===== src/rtl/core_ctrl_pkg.sv =====
// Shared encodings for the multi-cycle RV32I control path and the immediate extender.
package core_ctrl_pkg;

    // Control FSM states; encodings 10..15 are unreachable.
    typedef enum logic [3:0] {
        StFetch    = 4'd0,
        StDecode   = 4'd1,
        StMemAdr   = 4'd2,
        StMemRead  = 4'd3,
        StMemWb    = 4'd4,
        StMemWrite = 4'd5,
        StExecuteR = 4'd6,
        StExecuteI = 4'd7,
        StAluWb    = 4'd8,
        StBeq      = 4'd9
    } state_e;

    // Supported opcodes (instr[6:0]).
    localparam logic [6:0] OP_LW  = 7'b0000011;
    localparam logic [6:0] OP_SW  = 7'b0100011;
    localparam logic [6:0] OP_R   = 7'b0110011;
    localparam logic [6:0] OP_I   = 7'b0010011;
    localparam logic [6:0] OP_BEQ = 7'b1100011;

    // ALU operation class handed to the ALU decoder.
    typedef enum logic [1:0] {
        AluOpAdd  = 2'b00,
        AluOpSub  = 2'b01,
        AluOpFunc = 2'b10
    } alu_op_e;

    // alu_control codes.
    localparam logic [2:0] ALU_ADD = 3'b000;
    localparam logic [2:0] ALU_SUB = 3'b001;
    localparam logic [2:0] ALU_AND = 3'b010;
    localparam logic [2:0] ALU_OR  = 3'b011;
    localparam logic [2:0] ALU_SLT = 3'b101;

    // Immediate format select shared with the extender.
    localparam logic [1:0] IMM_I = 2'b00;
    localparam logic [1:0] IMM_S = 2'b01;
    localparam logic [1:0] IMM_B = 2'b10;

    // Datapath mux selects.
    localparam logic       ADR_PC     = 1'b0;
    localparam logic       ADR_ALUOUT = 1'b1;
    localparam logic [1:0] RES_ALUOUT = 2'b00;
    localparam logic [1:0] RES_MEM    = 2'b01;
    localparam logic [1:0] RES_ALU    = 2'b10;
    localparam logic [1:0] SRCA_PC    = 2'b00;
    localparam logic [1:0] SRCA_OLDPC = 2'b01;
    localparam logic [1:0] SRCA_RS1   = 2'b10;
    localparam logic [1:0] SRCB_RS2   = 2'b00;
    localparam logic [1:0] SRCB_IMM   = 2'b01;
    localparam logic [1:0] SRCB_FOUR  = 2'b10;

    // Immediate format implied by an opcode; unknown opcodes fall back to I.
    function automatic logic [1:0] imm_src_of(input logic [6:0] op);
        case (op)
            OP_SW:   return IMM_S;
            OP_BEQ:  return IMM_B;
            default: return IMM_I;
        endcase
    endfunction

endpackage


===== src/rtl/alu_decoder.sv =====
// ALU decoder: maps ALUOp class plus funct fields to an alu_control code.
module alu_decoder
    import core_ctrl_pkg::*;
(
    input  alu_op_e    alu_op,
    input  logic [2:0] funct3,
    input  logic       funct7b5,
    input  logic       op5,
    output logic [2:0] alu_control
);

    // Decode; only R-type (op5=1) with instr[30] set selects sub, so addi never does.
    always_comb begin
        alu_control = ALU_ADD;
        case (alu_op)
            AluOpAdd: alu_control = ALU_ADD;
            AluOpSub: alu_control = ALU_SUB;
            AluOpFunc: begin
                case (funct3)
                    3'b000:  alu_control = (funct7b5 && op5) ? ALU_SUB : ALU_ADD;
                    3'b010:  alu_control = ALU_SLT;
                    3'b110:  alu_control = ALU_OR;
                    3'b111:  alu_control = ALU_AND;
                    default: alu_control = ALU_ADD;
                endcase
            end
            default: alu_control = ALU_ADD;
        endcase
    end

endmodule


===== src/rtl/multicycle_control_fsm.sv =====
// Main control unit of the multi-cycle RV32I core (lw, sw, R, I, beq).
module multicycle_control_fsm
    import core_ctrl_pkg::*;
(
    input  logic       clk,
    input  logic       reset,
    input  logic [6:0] op,
    input  logic [2:0] funct3,
    input  logic       funct7b5,
    input  logic       zero,
    input  logic       mem_ready,
    output logic       pc_write,
    output logic       adr_src,
    output logic       mem_write,
    output logic       ir_write,
    output logic       reg_write,
    output logic [1:0] result_src,
    output logic [1:0] alu_src_a,
    output logic [1:0] alu_src_b,
    output logic [2:0] alu_control,
    output logic [1:0] imm_src,
    output logic       illegal_instr
);

    state_e  state_q, state_d;
    alu_op_e alu_op;
    logic    pc_update, branch;
    logic    ir_write_raw, mem_write_raw, reg_write_raw, illegal_raw;

    // State register; reset abandons any in-flight instruction.
    always_ff @(posedge clk or posedge reset) begin
        if (reset) begin
            state_q <= StFetch;
        end else begin
            state_q <= state_d;
        end
    end

    // Next-state logic and Moore outputs.
    always_comb begin
        state_d       = StFetch;
        adr_src       = ADR_PC;
        result_src    = RES_ALUOUT;
        alu_src_a     = SRCA_PC;
        alu_src_b     = SRCB_RS2;
        alu_op        = AluOpAdd;
        pc_update     = 1'b0;
        branch        = 1'b0;
        ir_write_raw  = 1'b0;
        mem_write_raw = 1'b0;
        reg_write_raw = 1'b0;
        illegal_raw   = 1'b0;
        case (state_q)
            StFetch: begin
                alu_src_b    = SRCB_FOUR;
                result_src   = RES_ALU;
                ir_write_raw = mem_ready;
                pc_update    = mem_ready;
                state_d      = mem_ready ? StDecode : StFetch;
            end
            StDecode: begin
                // Precompute the branch target as oldPC + imm.
                alu_src_a = SRCA_OLDPC;
                alu_src_b = SRCB_IMM;
                case (op)
                    OP_LW, OP_SW: state_d = StMemAdr;
                    OP_R:         state_d = StExecuteR;
                    OP_I:         state_d = StExecuteI;
                    OP_BEQ:       state_d = StBeq;
                    default: begin
                        state_d     = StFetch;
                        illegal_raw = 1'b1;
                    end
                endcase
            end
            StMemAdr: begin
                alu_src_a = SRCA_RS1;
                alu_src_b = SRCB_IMM;
                state_d   = (op == OP_SW) ? StMemWrite : StMemRead;
            end
            StMemRead: begin
                adr_src = ADR_ALUOUT;
                state_d = mem_ready ? StMemWb : StMemRead;
            end
            StMemWb: begin
                result_src    = RES_MEM;
                reg_write_raw = 1'b1;
            end
            StMemWrite: begin
                adr_src       = ADR_ALUOUT;
                mem_write_raw = 1'b1;
                state_d       = mem_ready ? StFetch : StMemWrite;
            end
            StExecuteR: begin
                alu_src_a = SRCA_RS1;
                alu_op    = AluOpFunc;
                state_d   = StAluWb;
            end
            StExecuteI: begin
                alu_src_a = SRCA_RS1;
                alu_src_b = SRCB_IMM;
                alu_op    = AluOpFunc;
                state_d   = StAluWb;
            end
            StAluWb: begin
                reg_write_raw = 1'b1;
            end
            StBeq: begin
                alu_src_a = SRCA_RS1;
                alu_op    = AluOpSub;
                branch    = 1'b1;
            end
            default: state_d = StFetch;
        endcase
    end

    alu_decoder u_alu_decoder (
        .alu_op      (alu_op),
        .funct3      (funct3),
        .funct7b5    (funct7b5),
        .op5         (op[5]),
        .alu_control (alu_control)
    );

    // Write enables are masked by reset so nothing fires while it is held.
    assign pc_write      = !reset && (pc_update || (branch && zero));
    assign ir_write      = !reset && ir_write_raw;
    assign mem_write     = !reset && mem_write_raw;
    assign reg_write     = !reset && reg_write_raw;
    assign illegal_instr = !reset && illegal_raw;
    assign imm_src       = imm_src_of(op);

endmodule


===== config.mk =====
export PLATFORM = sky130hd
export DESIGN_NAME = multicycle_control_fsm
export DESIGN_NICKNAME = d
export VERILOG_FILES = /design/src/rtl/core_ctrl_pkg.sv /design/src/rtl/alu_decoder.sv /design/src/rtl/multicycle_control_fsm.sv
export SDC_FILE = /design/constraint.sdc
export NUM_CORES = 1
export LEC_CHECK = 0
export ABC_AREA = 1
export BUFFER_PORTS_ARGS = -buffer_cell sky130_fd_sc_hd__buf_4
export CAP_MARGIN = 0
export CORE_MARGIN = 8
export CORE_UTILIZATION = 40
export DETAILED_ROUTE_END_ITERATION = 7
export PLACE_DENSITY = 0.74
export SLEW_MARGIN = 5
export SYNTH_ARGS = -nofsm -noshare
export SYNTH_HDL_FRONTEND = slang
export SYNTH_SLANG_ARGS = --single-unit

===== constraint.sdc =====
create_clock -name clk -period 1.71 [get_ports clk]
set_input_delay 0.342 -clock clk [delete_from_list [all_inputs] [get_ports clk]]
set_output_delay 0.342 -clock clk [all_outputs]
set_load 0.05 [all_outputs]

==> results of run 1 <==
-- per-stage QoR --
stage	util	setup slack [ns]
after floorplan	-	-0.293
after global placement	0.744	-0.0339
after detailed placement	0.744	-0.0939
after CTS	0.906	-0.206
-- cells by family after synthesis --
group / count (synthesis)
compound gates: 7
fa+ha+maj: 2
buf+inv: 22
flops: 4
simple gates: 61
-- Yosys cell counts (all sizes together) --
library cell,count
nor3,1
nand3,14
nor2,17
ha,2
nand2,28
o21ai,4
nor4,1
a21oi,2
dfrtp,4
inv,22
a211oi,1
-- timing repair --
action | CTS
pin swaps | 11
endpoints found under the setup margin | 10
setup buffers | 9
gates resized for setup | 33
==> summary.md, run 1 <==
| Metric | Value |
|---|---|
| Outcome | `did not finish` |
| Failing step | `global routing (5_1_grt)` |
| First error | `[ERROR DPL-0038] Utilization greater than 100%, impossible to legalize` |
| Sink Count | `4` |
| Number of H-tree levels | `1` |
| Syn Nets | `between 100 and 150` |
| Synth Area in Compound Gates | `0.0760` |
| Post-Syn Instances | `96` |
| Share of the synthesized area in the top cell type | `0.184` |
| Synthesis-stage register bit count | `4` |
| Distinct cells, synth | `20` |
| PortBufs | `31` |
| Synth area leaders | `dfrtp_1, nand2_1, inv_1` |
| Clock Path Buffers | `2` |
| Post-synthesis sequential area ratio | `0.184` |
| Hold_buf cts | `0` |
| Yosys top cell by area | `dfrtp_1` |
| GR repair worst EP | `alu_control[1]` |
| IO Count | `32` |
| Mapped Area | `around 540 µm²` |
| Worst ep type | `output port` |
| Initial core utilization | `0.423` |
| Die X | `52.8 µm` |
| CTS root buffer | `clkbuf_4` |
| Num rows | `13` |
| Largest family of logic cells by synthesized area | `simple AND/OR/NAND/NOR gates` |
| Dpl cells | `154` |
| Die Y | `52.8 µm` |
| TritonCTS buffer count | `3` |
| Post-synthesis average cell area | `5.66 µm²` |
| Synth Area in Simple Gates | `0.537` |
| Synthesis Warnings | `0` |
| Synth Area in Adders | `0.0461` |
| Largest net degree at the start of global routing | `7` |
| Post-synthesis mux area share | `0` |
| DP Area | `956 µm²` |
| Synth Area in XOR/XNOR | `0` |
| Post-detail-place hpwl | `1580 µm` |
| Global placement routability congestion | `0.799` |
==> inputs of run 2 (changes only) <==
--- a/config.mk
+++ b/config.mk
@@ -8,10 +8,10 @@
 export ABC_AREA = 1
 export BUFFER_PORTS_ARGS = -buffer_cell sky130_fd_sc_hd__buf_4
 export CAP_MARGIN = 0
-export CORE_MARGIN = 8
-export CORE_UTILIZATION = 40
+export CORE_AREA = 8 8 69 71
 export DETAILED_ROUTE_END_ITERATION = 7
-export PLACE_DENSITY = 0.74
+export DIE_AREA = 0 0 77 79
+export PLACE_DENSITY_LB_ADDON = 0.15
 export SLEW_MARGIN = 5
 export SYNTH_ARGS = -nofsm -noshare
 export SYNTH_HDL_FRONTEND = slang
==> summary.md, run 2 <==
| Metric | Value |
|---|---|
| Crit-path slowest cell | `dfrtp_2` |
| Worst-path clk slew | `~0.03 ns` |
| Post-synthesis average cell area | `5.66 µm² (unchanged)` |
| P_leak | `0.683 nW` |
| GRT overflow | `0` |
| Die Y | `79 µm (+49%)` |
| Setup Viol. Count Final | `13` |
| Initial DRC Count | `43` |
| Hold WC Path Type | `primary input to asynchronous set/reset pin` |
| Pwr/cell area | `roughly 1100 nW/µm²` |
| CP cell instances | `nor2_4 -> nand2_4 -> ha_4 -> nor4_4 -> buf_6` |
| Die X | `77 µm (+46%)` |
| Critical R2R Launch | `state_q[3]` |
| Mapped Area | `543 µm² (unchanged)` |
| Placement Setup Slack | `-0.0788 ns (+0.0151 ns)` |
| Synthesis Warnings | `0 (unchanged)` |
| Global-route wire length before repair | `3440 µm` |
| Largest family of logic cells by synthesized area | `simple AND/OR/NAND/NOR gates` |
| Post-synth top cells | `nand2_1, inv_1, nand3_1, nor2_1, dfrtp_1` |
| Actual slew at the worst max-slew pin | `0.224 ns` |
| Number of H-tree levels | `1 (unchanged)` |
| Routed wire per std cell | `10.2 µm` |
| Outcome | `finished with violations` |
| Fillers | `437` |
| CP endpoint kind | `output pin` |
| Crit path buffers/inverters | `1` |
| Syn Nets | `113 (unchanged)` |
| Max stage delay on crit path | `0.43 ns` |
| Clock Path Buffers | `2 (unchanged)` |
| Distinct cells, synth | `20 (unchanged)` |
| Initial core utilization | `0.143 (-0.280)` |
| DRC violations left | `0` |
| CTS tree | `built` |
| Post-route minimum period | `1.94 ns` |
| Synthesis-stage register bit count | `4 (unchanged)` |
| Core area | `3800 µm²` |
| Sink Count | `4 (unchanged)` |
| Critical path arrival | `between 1.5 and 2 ns` |
| Post-Syn Instances | `96 (unchanged)` |
| Max FFs per register | `4` |
| Top-count cell post-synth | `nand2_1` |
| Routed vias/inst | `3.82` |
| IO Count | `32 (unchanged)` |
| Final Hold Fails | `0` |
| Share of the synthesized area in the top cell type | `0.184 (unchanged)` |
| Startpoint Class | `register` |
| Skew final | `0.000411 ns` |
| Top Registers | `state_q x4` |
| Diode count | `0` |
| Number of synthesized flops with an enable pin | `0 (unchanged)` |
| Die area | `6080 µm²` |
| CTS root buffer | `clkbuf_8` |
| Final core utilization | `0.344` |
| TritonCTS buffer count | `3 (unchanged)` |
| Total track usage | `0.0684` |
| Fin crit share | `1.14` |
| DRT antenna net count | `0` |
| Unrepaired setup endpoints after global routing | `true` |
| Worst hold margin | `0.180 ns` |
| Async set or reset register ratio after synthesis | `1.00 (unchanged)` |
| Post-synthesis mux area share | `0 (unchanged)` |
| PortBufs | `31 (unchanged)` |
| Dpl cells | `191 (+24%)` |
| Synth Area in XOR/XNOR | `0 (unchanged)` |
| Yosys top cell by area | `dfrtp_1` |
| Maximum vdd drop | `~0.0003 V` |
| Pre-antenna DRT Iters | `2` |
| Routed wire length | `2090 µm` |
| Slew Limit Fails | `0` |
| Area Growth Syn to Fin | `140%` |
| Num rows | `23 (+10)` |
| Worst EP required | `roughly 1.4 ns` |
| Largest net degree at the start of global routing | `7` |
| Global placement routability congestion | `0.780 (-2.4%)` |
| Worst-skew pair later-pin latency | `0.21 ns` |
| Final setup margin | `-0.234 ns` |
| Critical Path Fanout Max | `3` |
| Top reg by flops | `state_q` |
| Worst reg2reg path endpoint | `state_q[2]` |
| Worst slew margin | `0.849` |
| Initial antenna violation count | `0` |
| Highest-count cells in the layout ignoring fill and taps | `buf_4, nand2_1, inv_1, buf_6, nand3_1` |
| Share of layout cells above drive strength 1 | `0.606` |
| Critical path class | `register to output pin` |
| Synth area leaders | `dfrtp_1, nand2_1, inv_1` |
| Synth Area in Adders | `0.0461 (unchanged)` |
| Maximum clock rate | `0.514 GHz` |
| Top delay family on crit path | `simple AND/OR/NAND/NOR gates` |
| Main synth FF type | `dfrtp_1` |
| Most common cell after layout, fill and taps aside | `buf_4` |
| R2R cell count | `8` |
| Max-cap violation count | `0` |
| Routed vias | `784` |
| Number of global-route vias before repair | `~800` |
| Synth Area in Simple Gates | `0.537 (unchanged)` |
| Fin cells | `205` |
| Setup TNS | `-1.33 ns` |
| Hold_buf cts | `0 (unchanged)` |
| Failing checks | `negative setup slack` |
| Post-synthesis sequential area ratio | `0.184 (unchanged)` |
| Synth Area in Compound Gates | `0.0760 (unchanged)` |
| Nets | `between 150 and 200` |
| R2R Setup Slk | `0.34 ns` |
| Post-detail-place hpwl | `1730 µm (+9.9%)` |
[run 2: cell counts after synthesis]
Identical to the previous run, type by type.
[run 2: timing repair]
action	in CTS	in global routing
pin swaps	6	8
endpoints found under the hold margin	0	0
gates resized for setup	27	22
setup buffers	6	6
setup endpoints to repair	9	13
[run 2: cell families after synthesis]
kind of cell | count (synthesis)
buffers and inverters | 22
DFF | 4
and+or+nand+nor | 61
adders and majority gates | 2
AOI/OAI and AO/OA | 7
[run 2: layout make-up]
type | instances | area (µm²) | area share
Clock buffer | 3 | 41.3 | 0.0316
Tap cell | 50 | 62.6 | 0.0479
Sequential cell | 4 | 101 | 0.0777
Multi-Input combinational cell | 70 | 512 | 0.392
Inverter | 22 | 92.6 | 0.0709
Timing Repair Buffer | 56 | 495 | 0.380
[run 2: through the flow]
stage / total power, mW / cell area (µm²)
after floorplan: 0.730 / 614
after global placement: 1.04 / 1010
after detailed placement: 1.04 / 1010
after CTS: 1.38 / 1190
after global routing: 1.58 / 1310
final: 1.50 / 1310
[run 2: report_power, final]
group          switching, mW  total (mW)  leakage [nW]  internal (mW)
Sequential            0.0204       0.136        0.0524          0.115
Clock                 0.0434       0.193        0.0216          0.150
Combinational          0.689        1.17         0.609          0.482
Total                  0.753        1.50         0.683          0.747
[run 2: worst reg2reg max path, cell delays in order (launching register included)]
cell and delay (ns):
dfrtp_2 0.43, buf_4 0.16, nor2_4 0.15, inv_4 0.08, nor2_8 0.12, buf_4 0.12, buf_4 0.11, nand3_1 0.06
nand3_1 0.08
[run 2: worst max path at each step]
stage                     endpoint       start  cells after the start
floorplan           alu_control[2]  state_q[2]                      5
global placement    alu_control[2]  state_q[3]                      7
detailed placement  alu_control[2]  state_q[3]                      7
CTS                 alu_control[2]  state_q[2]                      6
global route        alu_control[2]  state_q[3]                      7
finish              alu_control[2]  state_q[3]                      5
[run 2: per-layer routing]
| metal | part of all wire | global-route usage | up-vias |
|---|---|---|---|
| met5 | 0 | 0 | - |
| met4 | 0.013 | 0.0453 | 0 |
| met3 | 0.056 | 0.0124 | 2 |
| met2 | 0.49 | 0.110 | 23 |
| met1 | 0.44 | 0.0820 | 341 |
| li1 | - | - | 418 |
(Power assumes the default switching activity.)
